===== config.mk =====
export PLATFORM = sky130hd
export DESIGN_NAME = alu_ctrl
export DESIGN_NICKNAME = d
export VERILOG_FILES = /design/src/rtl/alu_ctrl_pkg.sv /design/src/rtl/alu_ctrl_regfile.sv /design/src/rtl/alu_ctrl.sv
export SDC_FILE = /design/constraint.sdc
export NUM_CORES = 1
export LEC_CHECK = 0
export CAP_MARGIN = 20
export CORE_MARGIN = 2
export CORE_UTILIZATION = 45
export DETAILED_ROUTE_END_ITERATION = 6
export GPL_ROUTABILITY_DRIVEN = 0
export HOLD_SLACK_MARGIN = 0.05
export PLACE_DENSITY_LB_ADDON = 0.2
export SETUP_SLACK_MARGIN = 0.15
export SYNTH_ARGS = -nofsm -noshare
export SYNTH_HDL_FRONTEND = slang
export SYNTH_SLANG_ARGS = --single-unit

===== constraint.sdc =====
create_clock -name clk -period 4.8 [get_ports clk]
set_clock_uncertainty 0.2 [all_clocks]
set_input_delay 0.96 -clock clk [delete_from_list [all_inputs] [get_ports clk]]
set_output_delay 0.96 -clock clk [all_outputs]
set_load 0.05 [all_outputs]

===== src/rtl/alu_ctrl_pkg.sv =====
// Shared types and constants for the alu_ctrl instruction sequencer.
// Holds the op encoding, FSM states and instruction field positions.
package alu_ctrl_pkg;

    localparam int unsigned DataWidth    = 8;
    localparam int unsigned NumRegs      = 4;
    localparam int unsigned RegAddrWidth = 2;
    localparam int unsigned InstrWidth   = 16;

    // Instruction field positions
    localparam int unsigned OpMsb     = 15;
    localparam int unsigned OpLsb     = 14;
    localparam int unsigned ImmSelBit = 13;
    localparam int unsigned RdMsb     = 12;
    localparam int unsigned RdLsb     = 11;
    localparam int unsigned Rs1Msb    = 10;
    localparam int unsigned Rs1Lsb    = 9;
    localparam int unsigned ResvBit   = 8;
    localparam int unsigned ImmMsb    = 7;
    localparam int unsigned ImmLsb    = 0;
    localparam int unsigned Rs2Msb    = 1;
    localparam int unsigned Rs2Lsb    = 0;

    typedef enum logic [1:0] {
        OpAnd = 2'b00,
        OpOr  = 2'b01,
        OpAdd = 2'b10,
        OpSub = 2'b11
    } alu_op_e;

    typedef enum logic [1:0] {
        StIdle = 2'b00,
        StExec = 2'b01,
        StResp = 2'b10
    } ctrl_state_e;

    typedef struct packed {
        alu_op_e                 op;
        logic                    immsel;
        logic [RegAddrWidth-1:0] rd;
        logic [RegAddrWidth-1:0] rs1;
        logic [DataWidth-1:0]    imm8;
    } instr_t;

    // {zero, neg, ovf} of a result given the operands that produced it.
    function automatic logic [2:0] calc_flags(input alu_op_e              op,
                                              input logic [DataWidth-1:0] op_a,
                                              input logic [DataWidth-1:0] op_b,
                                              input logic [DataWidth-1:0] res);
        logic zero;
        logic neg;
        logic ovf;
        zero = (res == '0);
        neg  = res[DataWidth-1];
        ovf  = 1'b0;
        unique case (op)
            OpAdd: ovf = (op_a[DataWidth-1] == op_b[DataWidth-1]) &&
                         (res[DataWidth-1] != op_a[DataWidth-1]);
            OpSub: ovf = (op_a[DataWidth-1] != op_b[DataWidth-1]) &&
                         (res[DataWidth-1] != op_a[DataWidth-1]);
            default: ovf = 1'b0;
        endcase
        return {zero, neg, ovf};
    endfunction

endpackage


===== src/rtl/alu_ctrl_regfile.sv =====
// 4x8 register file: two combinational read ports, one synchronous write port.
// R0 always reads zero and ignores writes.
module alu_ctrl_regfile
    import alu_ctrl_pkg::*;
(
    input  logic                    clk,
    input  logic                    reset_n,
    input  logic                    we,
    input  logic [RegAddrWidth-1:0] waddr,
    input  logic [DataWidth-1:0]    wdata,
    input  logic [RegAddrWidth-1:0] raddr_a,
    output logic [DataWidth-1:0]    rdata_a,
    input  logic [RegAddrWidth-1:0] raddr_b,
    output logic [DataWidth-1:0]    rdata_b
);

    logic [DataWidth-1:0] regs_q [NumRegs];

    // Reset has priority, so a write pending on the reset edge is dropped.
    always_ff @(posedge clk) begin
        if (!reset_n) begin
            for (int unsigned i = 0; i < NumRegs; i++) begin
                regs_q[i] <= '0;
            end
        end else if (we && (waddr != '0)) begin
            regs_q[waddr] <= wdata;
        end
    end

    always_comb begin
        rdata_a = (raddr_a == '0) ? '0 : regs_q[raddr_a];
        rdata_b = (raddr_b == '0) ? '0 : regs_q[raddr_b];
    end

endmodule


===== src/rtl/alu_ctrl.sv =====
// Single-issue controller that sequences instructions through an external ALU.
// IDLE accepts, EXEC drives operands and writes back, RESP holds the result.
module alu_ctrl
    import alu_ctrl_pkg::*;
(
    input  logic                        clk,
    input  logic                        reset_n,
    input  logic                        instr_valid,
    output logic                        instr_ready,
    input  logic [InstrWidth-1:0]       instr,
    output logic signed [DataWidth-1:0] a,
    output logic signed [DataWidth-1:0] b,
    output logic [1:0]                  ALUControl,
    input  logic signed [DataWidth-1:0] ALUResult,
    output logic                        res_valid,
    input  logic                        res_ready,
    output logic [DataWidth-1:0]        res_data,
    output logic [RegAddrWidth-1:0]     res_rd,
    output logic [2:0]                  flags
);

    ctrl_state_e state_q, state_d;
    instr_t      instr_q, instr_d;

    logic [DataWidth-1:0]    res_data_q;
    logic [RegAddrWidth-1:0] res_rd_q;
    logic [2:0]              flags_q, flags_d;

    logic [DataWidth-1:0] rdata_a;
    logic [DataWidth-1:0] rdata_b;
    logic                 in_exec;

    logic unused_resv;
    assign unused_resv = instr[ResvBit];

    assign in_exec = (state_q == StExec);

    alu_ctrl_regfile u_regfile (
        .clk     (clk),
        .reset_n (reset_n),
        .we      (in_exec),
        .waddr   (instr_q.rd),
        .wdata   (ALUResult),
        .raddr_a (instr_q.rs1),
        .rdata_a (rdata_a),
        .raddr_b (instr_q.imm8[Rs2Msb:Rs2Lsb]),
        .rdata_b (rdata_b)
    );

    always_comb begin
        state_d     = state_q;
        instr_d     = instr_q;
        instr_ready = 1'b0;
        unique case (state_q)
            StIdle: begin
                instr_ready = 1'b1;
                if (instr_valid) begin
                    state_d        = StExec;
                    instr_d.op     = alu_op_e'(instr[OpMsb:OpLsb]);
                    instr_d.immsel = instr[ImmSelBit];
                    instr_d.rd     = instr[RdMsb:RdLsb];
                    instr_d.rs1    = instr[Rs1Msb:Rs1Lsb];
                    instr_d.imm8   = instr[ImmMsb:ImmLsb];
                end
            end
            StExec: state_d = StResp;
            StResp: begin
                if (res_ready) begin
                    state_d = StIdle;
                end
            end
            default: state_d = StIdle;
        endcase
    end

    // Operands are only presented during EXEC; otherwise the ALU sees zeros.
    always_comb begin
        a          = '0;
        b          = '0;
        ALUControl = '0;
        if (in_exec) begin
            a          = rdata_a;
            b          = instr_q.immsel ? instr_q.imm8 : rdata_b;
            ALUControl = instr_q.op;
        end
    end

    always_comb begin
        flags_d = calc_flags(instr_q.op, a, b, ALUResult);
    end

    always_ff @(posedge clk) begin
        if (!reset_n) begin
            state_q    <= StIdle;
            instr_q    <= '0;
            res_data_q <= '0;
            res_rd_q   <= '0;
            flags_q    <= '0;
        end else begin
            state_q <= state_d;
            instr_q <= instr_d;
            if (in_exec) begin
                res_data_q <= ALUResult;
                res_rd_q   <= instr_q.rd;
                flags_q    <= flags_d;
            end
        end
    end

    assign res_valid = (state_q == StResp);
    assign res_data  = res_data_q;
    assign res_rd    = res_rd_q;
    assign flags     = flags_q;

endmodule


==> results of run 1 <==
-- placed cells by master (no fill, tap or decap), drive strengths merged, types with 6 or more instances in the layout --
| cell type | instances |
|---|---|
| mux4 | 16 |
| nand2 | 54 |
| clkdlybuf4s50 | 59 |
| clkbuf | 15 |
| nor2 | 12 |
| a22oi | 6 |
| nor2b | 10 |
| a21oi | 29 |
| edfxtp | 32 |
| dfxtp | 33 |
| conb | 8 |
| and2 | 27 |
-- worst max-delay path: stages, from the launching register on --
cell,delay (ns)
dfxtp_1,0.59
mux4_2,0.60
a22oi_4,0.20
nor2_1,0.06
clkdlybuf4s50_1,0.73
-- power by group --
group | switching, µW | internal, µW | leakage [µW]
combinational | 89.4 | 77.2 | 0.000636
sequential | 25.0 | 611 | 0.000597
clock | 208 | 296 | 0.000118
total | 322 | 984 | 0.00135
-- routing by layer --
metal / track usage / wire length, µm / up-vias
li1: - / - / 1032
met1: 0.2576 / 2788 / 994
met2: 0.2785 / 2864 / 65
met3: 0.05801 / 359 / 9
met4: 0.07792 / 103 / 0
met5: 0 / 0 / -
-- through the flow --
| step | instance area, µm² | utilization | setup WS (ns) |
|---|---|---|---|
| 4_1_cts | 3787 | 0.5999 | 1.070 |
| 5_1_grt | 3795 | 0.6011 | 0.9625 |
| 6_report | 3795 | 0.6011 | 1.109 |
| 2_1_floorplan | 2932 | - | 1.784 |
| 3_3_place_gp | 3560 | 0.5638 | 1.445 |
| 3_5_place_dp | 3560 | 0.5638 | 1.447 |
-- cell usage after synthesis (2+ instances only) --
master    instances  share of area
nand3_1           4         0.0069
inv_1             2         0.0026
nor2b_1          10          0.022
o21ai_0           2         0.0034
dfxtp_1          33           0.23
mux4_1            7          0.063
buf_2             2         0.0034
nor2_1           12          0.016
nor4_1            2         0.0043
nor3b_1           2         0.0052
clkbuf_1         11          0.014
nor3_1            3         0.0052
mux4_2            9          0.070
and2_1           27          0.058
nand2b_1          4         0.0086
edfxtp_1         32           0.33
a21oi_1          29          0.050
nand2_1          54          0.070
a22oi_1           5          0.013
-- final cells by class --
type,count,area (µm²),area share
inverter,2,7.507,0.001978
multi-input combinational,183,1229,0.3238
clock inverter,2,11.26,0.002967
timing repair buffer,62,613.1,0.1616
tap,77,96.34,0.02539
sequential,65,1622,0.4273
clock buffer,14,216.5,0.05704
-- kinds of logic after synthesis --
| kind of cell | after synthesis |
|---|---|
| flip-flops | 65 |
| AND/OR/NAND/NOR | 120 |
| buffers and inverters | 18 |
| AO/OA/AOI/OAI | 38 |
| XOR/XNOR | 1 |
| multiplexers | 16 |
| other | 1 |
-- worst min path at each step --
| stage | end | slack [ns] | cells past startpoint |
|---|---|---|---|
| 2_1_floorplan | instr_q[2]$_SDFFE_PN0P_ | 0.24 | 2 |
| 3_3_place_gp | instr_q[3]$_SDFFE_PN0P_ | 0.24 | 2 |
| 3_5_place_dp | flags[2]$_SDFFE_PN0P_ | 0.25 | 2 |
| 4_1_cts | res_data[0]$_SDFFE_PN0P_ | 0.26 | 2 |
| 5_1_grt | instr_q[4]$_SDFFE_PN0P_ | 0.28 | 2 |
| 6_report | res_data[0]$_SDFFE_PN0P_ | 0.26 | 2 |
-- flip-flops by register name (all words and copies together) (netlist names), named ones only --
register / count
flags: 3
instr_q: 15
res_data: 7
res_rd: 2
state_q: 2
u_regfile.regs_q: 32
==> impl_metrics.ini, run 1 <==
[worst_setup_path]
reg2reg_slack_ns = 2.26
r2r-start = state_q[0]$_SDFFE_PN0P_
path_class = flop to output pin
required_ns = 3.64
crit_path_end = b[7]
start_kind = flop
critPathCaptureType = output pin
rr_endpoint = u_regfile.regs_q[1][0]$_SDFFCE_PN0P_
critical_path_peak_fanout = 8
crit_arrival_ns = 2.53
rr_worst_depth = 5

[place]
numPortBuffers = 59
dp_hpwl_mm = 4.366
placed_cells = 388

[power_and_ir_drop]
ir_drop_uv = 196.0
powerDensity_nw_per_um2 = 344.3
power.leakage_uw = 0.001351
p_total_uw = 1307

[route]
wirelength_mm = 6.116
vias_per_cell = 5.185
dr.pass1.iters = 4
vias = 2100
post-route-drc-count = 0
drt_iter0_drc = 118
postRouteAntennaNets = 0
wire_per_inst_um = 15.10

[grt]
grt_max_degree = 23
grt_pass1_wl_mm = 10.18
overflow = 0
grt_antenna_before_repair = 0
grt_pass1_vias = 2061
grt_use_total = 0.1874

[yosys]
synth_top_family_by_area = simple AND/OR/NAND/NOR gates
synth-edff-count = 32
synth_xor_area_frac = 0.003015
yosys.area_share.adder = 0
ys_async_sr_fraction = 0
synth_cell_types = 28
yosys_warnings = 0
ys_ff_latch = 65
syn_area_per_cell_um2 = 11.22
ys.flop_type = dfxtp_1
syn_inst = 259
synth_compound_area_frac = 0.07709
synth_simple_gate_area_frac = 0.1994
netlist_area_um2 = 2905
synthMuxAreaShare = 0.1331
ys_seq_area_frac = 0.5581

[timing]
hold_viol = 0
drv_slew = 0
worst_slew_pin_slew_ns = 0.9716
fin_crit_sh = 0.7690
tns_ns = 0
rsz0062_at_grt = false
setup_violations = 0
period_needed_ns = 3.691
whs_ns = 0.2591
fmax_mhz = 270.9
slew_headroom = 0.3454

[layout]
fillers = 522
drive_above_1_share = 0.08841
syn2layout_area_growth_pct = 30.62
stdcell_count = 405
finalNetCount = 351
diodes = 0

[clock_network]
clockBufferDepth = 2
clk_latency_ns = 0.34
clk_pin_slew_ns = 0.08
post_cts_resized = 0
clockRootBuffer = clkbuf_8
post_cts_buffers = 0
cts.hold.buffers_added = 0
cts_htree_levels = 3
clkSinkCount = 65
cts_buffers = 9
cts_tree = built

[die]
dieHeight_um = 84.35
fp-row-count = 29
initial_core_util = 0.4602
core_um2 = 6314
dieArea_um2 = 7115
io_pins = 61
fp.dieW_um = 84.35

[status]
status = finished clean

[worst_hold_path]
min_from = res_data[0]$_SDFFE_PN0P_
hp-class = flop to flop

[flow_run]
drv_cap = 0
(Power assumes the default switching activity.)
==> inputs of run 2 (changes only) <==
==> constraint.sdc (replaced) <==
create_clock -name clk -period 3.55 [get_ports clk]
set_clock_uncertainty 0.2 [all_clocks]
set_input_delay 0.71 -clock clk [delete_from_list [all_inputs] [get_ports clk]]
set_output_delay 0.71 -clock clk [all_outputs]
set_load 0.05 [all_outputs]
==> impl_metrics.ini, run 2 (synthesis gave the netlist of run 1 again) <==
[status]
status = finished clean

[grt]
grt_pass1_vias = 2048
grt_antenna_before_repair = 0
grt_use_total = 0.1813
grt_pass1_wl_mm = 10.09
grt_max_degree = 24
overflow = 0

[timing]
period_needed_ns = 3.285
rsz0062_at_grt = false
tns_ns = 0
fmax_mhz = 304.4
setup_violations = 0
slew_headroom = 0.3821
drv_slew = 0
fin_crit_sh = 0.9254
worst_slew_pin_slew_ns = 0.9172
hold_viol = 0

[layout]
syn2layout_area_growth_pct = 33.59
regMostFlops = u_regfile.regs_q
layout_commonest_cell = nand2_1
largest_reg_flops = 32
finalNetCount = 354
final_cell_mix = nand2_1 (54), clkdlybuf4s50_1 (51), dfxtp_1 (32), edfxtp_1 (32), a21oi_1 (29)
drive_above_1_share = 0.1178
fillers = 513
diodes = 0

[clock_network]
clk_latency_ns = 0.34
clockBufferDepth = 2
cts_buffers = 9
cts_htree_levels = 3
clk_pin_slew_ns = 0.07
cts.hold.buffers_added = 0
clockRootBuffer = clkbuf_8
cts_tree = built
clkSinkCount = 65

[route]
vias = 2041
post-route-drc-count = 0
postRouteAntennaNets = 0
wire_per_inst_um = 14.78
dr.pass1.iters = 4
wirelength_mm = 6.030
vias_per_cell = 5.002
drt_iter0_drc = 163

[die]
fp.dieW_um = 84.35
dieHeight_um = 84.35
io_pins = 61
initial_core_util = 0.4602
fp-row-count = 29
core_um2 = 6314
dieArea_um2 = 7115

[flow_run]
drv_cap = 0

[worst_setup_path]
start_kind = flop
critPathCaptureType = output pin
crit_arrival_ns = 2.38
path_class = flop to output pin
required_ns = 2.64
critical_path_peak_fanout = 8

[place]
numPortBuffers = 59
dp_hpwl_mm = 4.391

[power_and_ir_drop]
power.leakage_uw = 0.001384
powerDensity_nw_per_um2 = 452.9
p_total_uw = 1758
ir_drop_uv = 342.0

[worst_hold_path]
hp-class = flop to flop
run 2: area by class of cell:
type                            instances  area [µm²]  area share
Timing Repair Buffer                   65       715.7      0.1844
Clock buffer                           10       127.6     0.03288
Tap cell                               77       96.34     0.02482
Sequential cell                        65        1623      0.4181
Multi-Input combinational cell        183        1229      0.3166
Inverter                                2       7.507    0.001934
Clock inverter                          6       82.58     0.02128
run 2: stage by stage:
stage / util / hold slack (ns) / instance area, µm² / worst slack (ns) / std cells
floorplan: - / 0.2366 / 2932 / 0.7845 / 266
global placement: 0.5801 / 0.2424 / 3662 / 0.4692 / 391
detailed placement: 0.5801 / 0.2484 / 3662 / 0.4725 / 391
CTS: 0.6136 / 0.2597 / 3874 / 0.2554 / 407
global route: 0.6147 / 0.2743 / 3881 / 0.1582 / 408
finish: 0.6147 / 0.2594 / 3881 / 0.2650 / 408
run 2: layer usage:
metal  wire length [µm]  vias up  global-route usage
met4                 84        0             0.06494
met2               2745       54              0.2807
met1               2914      939              0.2502
met3                286        8             0.04621
li1                   -     1040                   -
met5                  0        -                   0
run 2: final timing paths:
kind,cells past startpoint,slack (ns),from,end
setup / recovery,4,0.26,flop,b[4]
hold / removal,2,0.26,res_data[3]$_SDFFE_PN0P_,res_data[3]$_SDFFE_PN0P_
setup reg to reg,6,1.23,state_q[0]$_SDFFE_PN0P_,u_regfile.regs_q[1][6]$_SDFFCE_PN0P_
hold reg to reg,2,0.26,res_data[3]$_SDFFE_PN0P_,res_data[3]$_SDFFE_PN0P_
run 2: repair_timing:
item,4_1_cts,5_1_grt
gates resized for setup,1,0
endpoints found under the setup margin,6,0
buffers inserted,0,0
run 2: critical path, stage by stage (launching register included):
cell and delay, ns:
dfxtp_2 0.48, mux4_1 0.61, a22oi_1 0.18, nor2_1 0.06, clkdlybuf4s50_1 0.70
run 2: power by group:
part | total [µW] | internal, µW | leakage (µW) | switching (µW)
sequential | 860 | 826 | 0.000597 | 33.3
clock | 667 | 391 | 0.0000976 | 276
combinational | 231 | 110 | 0.000690 | 122
==> inputs of run 3 (changes only) <==
--- a/config.mk
+++ b/config.mk
@@ -15,4 +15,5 @@
 export SETUP_SLACK_MARGIN = 0.15
 export SYNTH_ARGS = -nofsm -noshare
 export SYNTH_HDL_FRONTEND = slang
+export SYNTH_HIERARCHICAL = 1
 export SYNTH_SLANG_ARGS = --single-unit
==> impl_metrics.ini, run 3 <==
[grt]
grt_use_total = 0.1986
grt_pass1_vias = 2072
grt_max_degree = 23
overflow = 0
grt_antenna_before_repair = 0
grt_pass1_wl_mm = 9.742

[timing]
fin_crit_sh = 0.8443
drv_slew = 0
whs_ns = 0.2616
period_needed_ns = 2.997
tns_ns = 0
fmax_mhz = 333.6
hold_viol = 0
slew_headroom = 0.4996
worst_slew_pin_slew_ns = 0.7427
rsz0062_at_grt = false
setup_ws_ns = 0.5528
setup_violations = 0

[power_and_ir_drop]
p_total_uw = 1276
ir_drop_uv = 202.8
internal_power_uw = 945.7
powerDensity_nw_per_um2 = 370.1
comb_power_share = 0.182
pwr-share-seq = 0.538
power.share.clock = 0.280
swShare = 0.2591
power.leakage_uw = 0.001262
switchingPower_uw = 330.7

[worst_hold_path]
whs_path_depth = 2
hp-class = flop to flop
min_from = res_data[3]$_SDFFE_PN0N_

[route]
postRouteAntennaNets = 0
vias_per_cell = 5.158
post-route-drc-count = 0
dr.pass1.iters = 4
vias = 2063
wire_per_inst_um = 15.08
wirelength_mm = 6.030
drt_iter0_drc = 151

[layout]
regMostFlops = u_regfile/regs_q
final_cell_mix = nand2_1 (53), clkdlybuf4s50_1 (42), nor2_1 (34), dfxtp_1 (29), edfxtp_1 (24)
largest_reg_flops = 24
diodes = 0
drive_above_1_share = 0.1616
layout_commonest_cell = nand2_1
finalNetCount = 356
syn2layout_area_growth_pct = 31.49

[die]
dieArea_um2 = 6455
io_pins = 61
fp.dieW_um = 80.34
initial_core_util = 0.4705
core_um2 = 5574
fp-row-count = 27
dieHeight_um = 80.34

[yosys]
ys.flop_type = dfxtp_1
ys_seq_area_frac = 0.4962
yosys_warnings = 6
synth_top_area_cell = edfxtp_1
synth_most_common_cell = nand2_1
ys_async_sr_fraction = 0
synth-edff-count = 24
syn_inst = 271
yosysTopAreaCellShare = 0.2748
syn_area_per_cell_um2 = 9.677
synth.net_count = 299
ys_ff_latch = 53
synth_cell_types = 27
netlist_area_um2 = 2623
synth_common_cells = nand2_1 (53), nor2_1 (34), dfxtp_1 (29)
yosys-top-cells-area = edfxtp_1 (27%), dfxtp_1 (22%), nand2_1 (7.6%)

[clock_network]
clockBufferDepth = 2
cts_htree_levels = 2
post_cts_buffers = 0
clk_latency_ns = 0.30
cts_tree = built
clk_pin_slew_ns = 0.09
clockRootBuffer = clkbuf_8
cts_buffers = 5
post_cts_resized = 0
clkSinkCount = 53
cts.hold.buffers_added = 0

[worst_setup_path]
critPathCaptureType = output pin
startpoint = instr_q[9]$_SDFFE_PN0P_
crit_chain = buf_4 > nor2b_1 > a22o_1 > and2_1 > buf_12
slowest_delay_ns = 0.60
path_class = flop to output pin
critical_path_peak_fanout = 10
rr_worst_depth = 5
r2r-start = state_q[1]$_SDFFE_PN0P_
crit_arrival_ns = 2.09
start_kind = flop
required_ns = 2.64
crit_path_top_delay_cell = nor2b_1

[flow_run]
drv_cap = 0

[place]
dp_hpwl_mm = 4.386
numPortBuffers = 59
place_ws_ns = 0.8756

[status]
status = finished clean
run 3: power groups by stage:
stage	registers, µW	logic (µW)	clock network [µW]
2_1_floorplan	710	135	0
3_3_place_gp	699	229	0
3_5_place_dp	700	234	0
4_1_cts	686	235	371
5_1_grt	690	252	394
6_report	686	233	358
run 3: critical path, delay by kind of cell (launching register included):
kind | cells | cell delay [ns]
and+or+nand+nor | 2 | 0.80
buffers and inverters | 2 | 0.34
AOI/OAI and AO/OA | 1 | 0.33
DFF | 1 | 0.32
run 3: area by class of cell:
| cell class | count | area, µm² |
|---|---|---|
| clock buffers | 6 | 93.84 |
| clock inverters | 1 | 5.005 |
| fillers | 506 | 2126 |
| inverters | 2 | 7.507 |
| multi-input cells | 194 | 1182 |
| flip-flops and latches | 53 | 1301 |
| well taps | 72 | 90.09 |
| repair buffers | 72 | 768.2 |
run 3: cells by family after synthesis:
family	count (synthesis)	synth area share
simple gates	121	0.2037
flops	53	0.4962
buf+inv	24	0.05296
compound gates	45	0.1331
mux	25	0.1040
xor+xnor	3	0.01002
run 3: final timing paths:
path / end / slack [ns]
worst max-delay path: a[7] / 0.55
worst min-delay path: res_data[3]$_SDFFE_PN0N_ / 0.26
worst max register to register: u_regfile/regs_q[1][5]$_SDFFCE_PN0P_ / 1.32
worst min register to register: res_data[3]$_SDFFE_PN0N_ / 0.26
run 3: stage by stage:
stage / std cells / utilization / instance area (µm²)
floorplan: 271 / - / 2623
global route: 400 / 0.6186 / 3448
global placement: 391 / 0.5987 / 3337
finish: 400 / 0.6186 / 3448
detailed placement: 393 / 0.6009 / 3349
CTS: 400 / 0.6186 / 3448
run 3: routing by layer:
layer  track usage  vias to the layer above  part of all wire  wire (µm)
li1              -                     1035                 -          -
met1        0.2536                      954              0.43       2622
met2        0.3358                       66              0.49       2962
met3       0.04270                        8             0.057        346
met4       0.06102                        0             0.016         98
met5             0                        -                 0          0
==> RTL change 1 (flow settings as in run 3) <==
Encoding of `ctrl_state_e`: now one-hot (3 bits for 3 states).
--- a/src/rtl/alu_ctrl_pkg.sv
+++ b/src/rtl/alu_ctrl_pkg.sv
@@ -28,10 +28,10 @@
         OpSub = 2'b11
     } alu_op_e;
 
-    typedef enum logic [1:0] {
-        StIdle = 2'b00,
-        StExec = 2'b01,
-        StResp = 2'b10
+    typedef enum logic [2:0] {
+        StIdle = 3'b001,
+        StExec = 3'b010,
+        StResp = 3'b100
     } ctrl_state_e;
 
     typedef struct packed {
Function: no difference found for any inputs over 10 cycles, from zero or initial values and one cycle with reset_n low; not proved beyond that.
==> RTL change 1 against run 3 <==
Wire length is 2.7% higher; setup slack got worse by 240 ps; area after synthesis increased by 2.7%; power down 6.2%; sequential cell count is 1 higher; design area fell by 2.6%; final cell count is 2.5% higher.
==> RTL change 1: results (changes against run 3) <==
Global routing
  – Vias in the first global route: 2110 (+1.8%)
  – First-pass GRT wire length: 9890 um (+1.6%)
  – Met2 usage: 33.4% (-0.14 points)

Yosys
  – Multiplexer area fraction after synthesis: 10.6% (+0.24 points)
  – Syn Inst Count: 283 (+4.4%)
  – Largest cells by area after synthesis: edfxtp_1 (27%), dfxtp_1 (22%), nand2_1 (7.5%), mux2_2 (5.9%), nor2_1 (5.3%)
  – Sequential-to-total area share from yosys stat: 49.1% (-0.55 points)
  – Synthesized net count: 311 (+4.0%)

Hold path
  – Worst Hold Endpoint: res_rd[1]

Placed design
  – DP HPWL: 4420 um (+0.69%)
  – Cell Area, Placed: 3270 um^2 (-2.3%)
  – Placed Cells: 402 (+2.3%)
  – Place WS: 490 ps (-385 ps)

Drt
  – Met1 wire length: 2780 um (+5.9%)
  – Vias per cell: 5.20 (+0.87%)
  – Drt wl/cell: 15.1 um (+0.18%)

Power and ir drop
  – Sw Pwr: 0.308 mW (-6.8%)
  – Leak pwr: 1.20 nW (-4.9%)
  – Sw Ratio: 25.7% (-0.18 points)

Layout
  – Share of cells above drive strength 1: 11.9% (-4.2 points)

STA
  – Worst slew margin: 57.1% (+7.2 points)

Critical path
  – R2r startpoint: instr_q[1]
  – Slowest-stage cell, CP: clkdlybuf4s50_1
  – Critical Path AT: 2330 ps (+240 ps)
  – FF-to-FF setup slack: 1180 ps (-140 ps)
  – CP peak stage delay: 790 ps (+190 ps)

Outcome
  – Outcome: finished clean
[RTL change 1: cell count changes after synthesis, sizes merged, moves of 2 or more]
cell,change
and3,+11
nand3,+2
xor2,-2
nor2,+4
and2,-9
[RTL change 1: final cells by class]
type	instances	area, um^2
flip-flops and latches	54	1320
clock buffers	6	72.6
well taps	75	93.8
inverters	3	11.3
clock inverters	2	8.76
multi-input cells	203	1220
fillers	553	2490
repair buffers	67	631
[RTL change 1: worst max path at each step]
| stage | startpoint | endpoint | slack [ps] |
|---|---|---|---|
| CTS | instr_q[8] | a[4] | 150 |
| global placement | instr_q[8] | a[0] | 520 |
| global route | instr_q[8] | a[0] | 190 |
| floorplan | instr_q[1] | b[7] | 1010 |
| detailed placement | instr_q[8] | a[4] | 490 |
| finish | instr_q[8] | a[4] | 310 |
[RTL change 1: timing repair]
action / CTS / global route
setup endpoints to repair: 0 / 5
gates resized for setup: 0 / 1
hold buffers: 0 / 0
setup buffers: 0 / 0
endpoints found under the hold margin: 0 / 0
==> RTL change 2 (settings of run 3) <==
Made on the original files. Put one more register stage on the output `flags`, with the module's reset. The value now appears one clock later. The other outputs are not delayed to match.
--- a/src/rtl/alu_ctrl.sv
+++ b/src/rtl/alu_ctrl.sv
@@ -110,7 +110,13 @@
     assign res_valid = (state_q == StResp);
     assign res_data  = res_data_q;
     assign res_rd    = res_rd_q;
-    assign flags     = flags_q;
+    always_ff @(posedge clk) begin
+        if (!reset_n) begin
+            flags <= '0;
+        end else begin
+            flags <= flags_q;
+        end
+    end
 
 endmodule
 
Formal check against the unedited RTL: not equivalent (Yosys sat finds a counterexample within 4 cycles, from zero or initial values and one cycle with reset_n low).
==> RTL change 2 against run 3 <==
Area after synthesis grew 2.9%; largest cell class unchanged; highest routed layer unchanged; via count grew 0.73%; setup slack lost 240 ps; power grew 0.58%; sequential cell count grew 3; design area grew 1.7%; first-iteration DRC count grew 8.6%; wire length grew 2.1%.
==> RTL change 2: results (changes against run 3) <==
Placed design
  – Cell Area, Placed: 3410 um^2 (+1.9%)
  – Place WS: 519 ps (-357 ps)
  – DP HPWL: 4230 um (-3.6%)

Critical path
  – FF-to-FF setup slack: 830 ps (-490 ps)
  – Top Family by Delay on Critical Path: buffers and inverters
  – CP peak stage delay: 730 ps (+130 ps)
  – Crit Path Max Fanout: 11 (+1)
  – Critical Path AT: 2320 ps (+230 ps)
  – Slowest-stage cell, CP: clkdlybuf4s50_1

STA
  – Worst Tran Pin Value: 821 ps (+78.1 ps)
  – Setup ws final: 316 ps (-237 ps)

Global routing
  – Total track usage: 19.2% (-0.62 points)
  – First-pass GRT wire length: 9600 um (-1.4%)
  – Largest net degree at the start of global routing: 41 (+78%)
  – Vias in the first global route: 2043 (-1.4%)

Layout
  – Antenna diode instance count: 0 (unchanged)
  – Fillers: 484 (-4.3%)
  – Largest register by flop count: u_regfile/regs_q
  – Nets: 357 (+0.28%)
  – Share of cells above drive strength 1: 12.4% (-3.7 points)

Yosys
  – Ranking of synthesized cells by instance count: nand2_1 (54), nor2_1 (34), dfxtp_1 (32)
  – Sequential-to-total area share from yosys stat: 50.5% (+0.85 points)
  – Largest cells by area after synthesis: edfxtp_1 (27%), dfxtp_1 (24%), nand2_1 (7.5%), mux2_2 (5.8%), a22o_1 (4.9%)
  – Synthesized net count: 305 (+2.0%)
  – Post-synth top flop: dfxtp_1

Clock network
  – TritonCTS buffer count: 5 (unchanged)
  – # H-tree levels: 2 (unchanged)

Drt
  – Vias per cell: 5.13 (-0.52%)
  – Drt first pass iters: 5 (+1)
  – Initial DRC Count: 164 (+8.6%)
  – Drt wl/cell: 15.2 um (+0.80%)

Power and ir drop
  – Leak pwr: 1.34 nW (+6.4%)
  – Worst IR drop on VDD: 0.223 mV (+9.9%)

Outcome
  – Outcome: finished clean
-- RTL change 2: changes by cell type after synthesis --
cell      delta
a21boi_0     +2
a21boi_1     -2
and2_1       +3
buf_2        +1
buf_4        -1
dfxtp_1      +3
nand2_1      +1
nand3_1      -1
-- RTL change 2: worst register-to-register path: stages (launching register included) --
cell and delay [ps]:
dfxtp_1 350, nand2b_1 530, inv_1 520, buf_4 330, nand3_1 110, nand2_1 340
-- RTL change 2: final timing paths --
path,startpoint,end,cells past startpoint
setup / recovery,instr_q[1],b[5],6
hold / removal,instr_q[7],instr_q[7],2
setup reg to reg,state_q[1],u_regfile/regs_q[3][6],5
hold reg to reg,instr_q[7],instr_q[7],2
-- RTL change 2: what timing repair did --
item,4_1_cts,5_1_grt
resized for setup,0,5
endpoints found under the setup margin,0,5
setup buffers,0,0
-- RTL change 2: power by group --
part           internal [mW]  switching [mW]  leakage [nW]
clock network          0.142           0.195        0.0452
logic                 0.0995           0.125         0.789
registers              0.700          0.0233         0.508
-- RTL change 2: metrics by stage --
step | instances | hold WS (ps) | utilization (%)
floorplan | 277 | 228 | -
global placement | 397 | 237 | 58.3
detailed placement | 397 | 245 | 58.3
CTS | 405 | 261 | 59.8
global route | 405 | 288 | 60.0
finish | 405 | 263 | 60.0
-- RTL change 2: cell families (layout without fill, tap and decap cells) --
family | after synthesis | in the layout | share of synthesized area [%]
flops | 56 | 56 | 50.5
compound gates | 45 | 45 | 12.9
mux | 25 | 25 | 10.1
xor+xnor | 3 | 3 | 0.974
simple gates | 124 | 124 | 20.5
buf+inv | 24 | 77 | 5.06
-- RTL change 2: cell type report --
type	count	area [um^2]	area share, %
well taps	75	93.8	2.67
inverters	2	7.51	0.214
flip-flops and latches	56	1360	38.8
clock inverters	1	5.00	0.143
multi-input cells	197	1200	34.2
clock buffers	7	77.6	2.21
repair buffers	67	763	21.8
-- RTL change 2: routing by layer --
metal	vias to the layer above	wire length, um	GRT usage (%)
met4	0	112	7.63
li1	1045	-	-
met5	-	0	0
met1	962	2780	24.1
met3	12	258	3.63
met2	59	3000	32.8
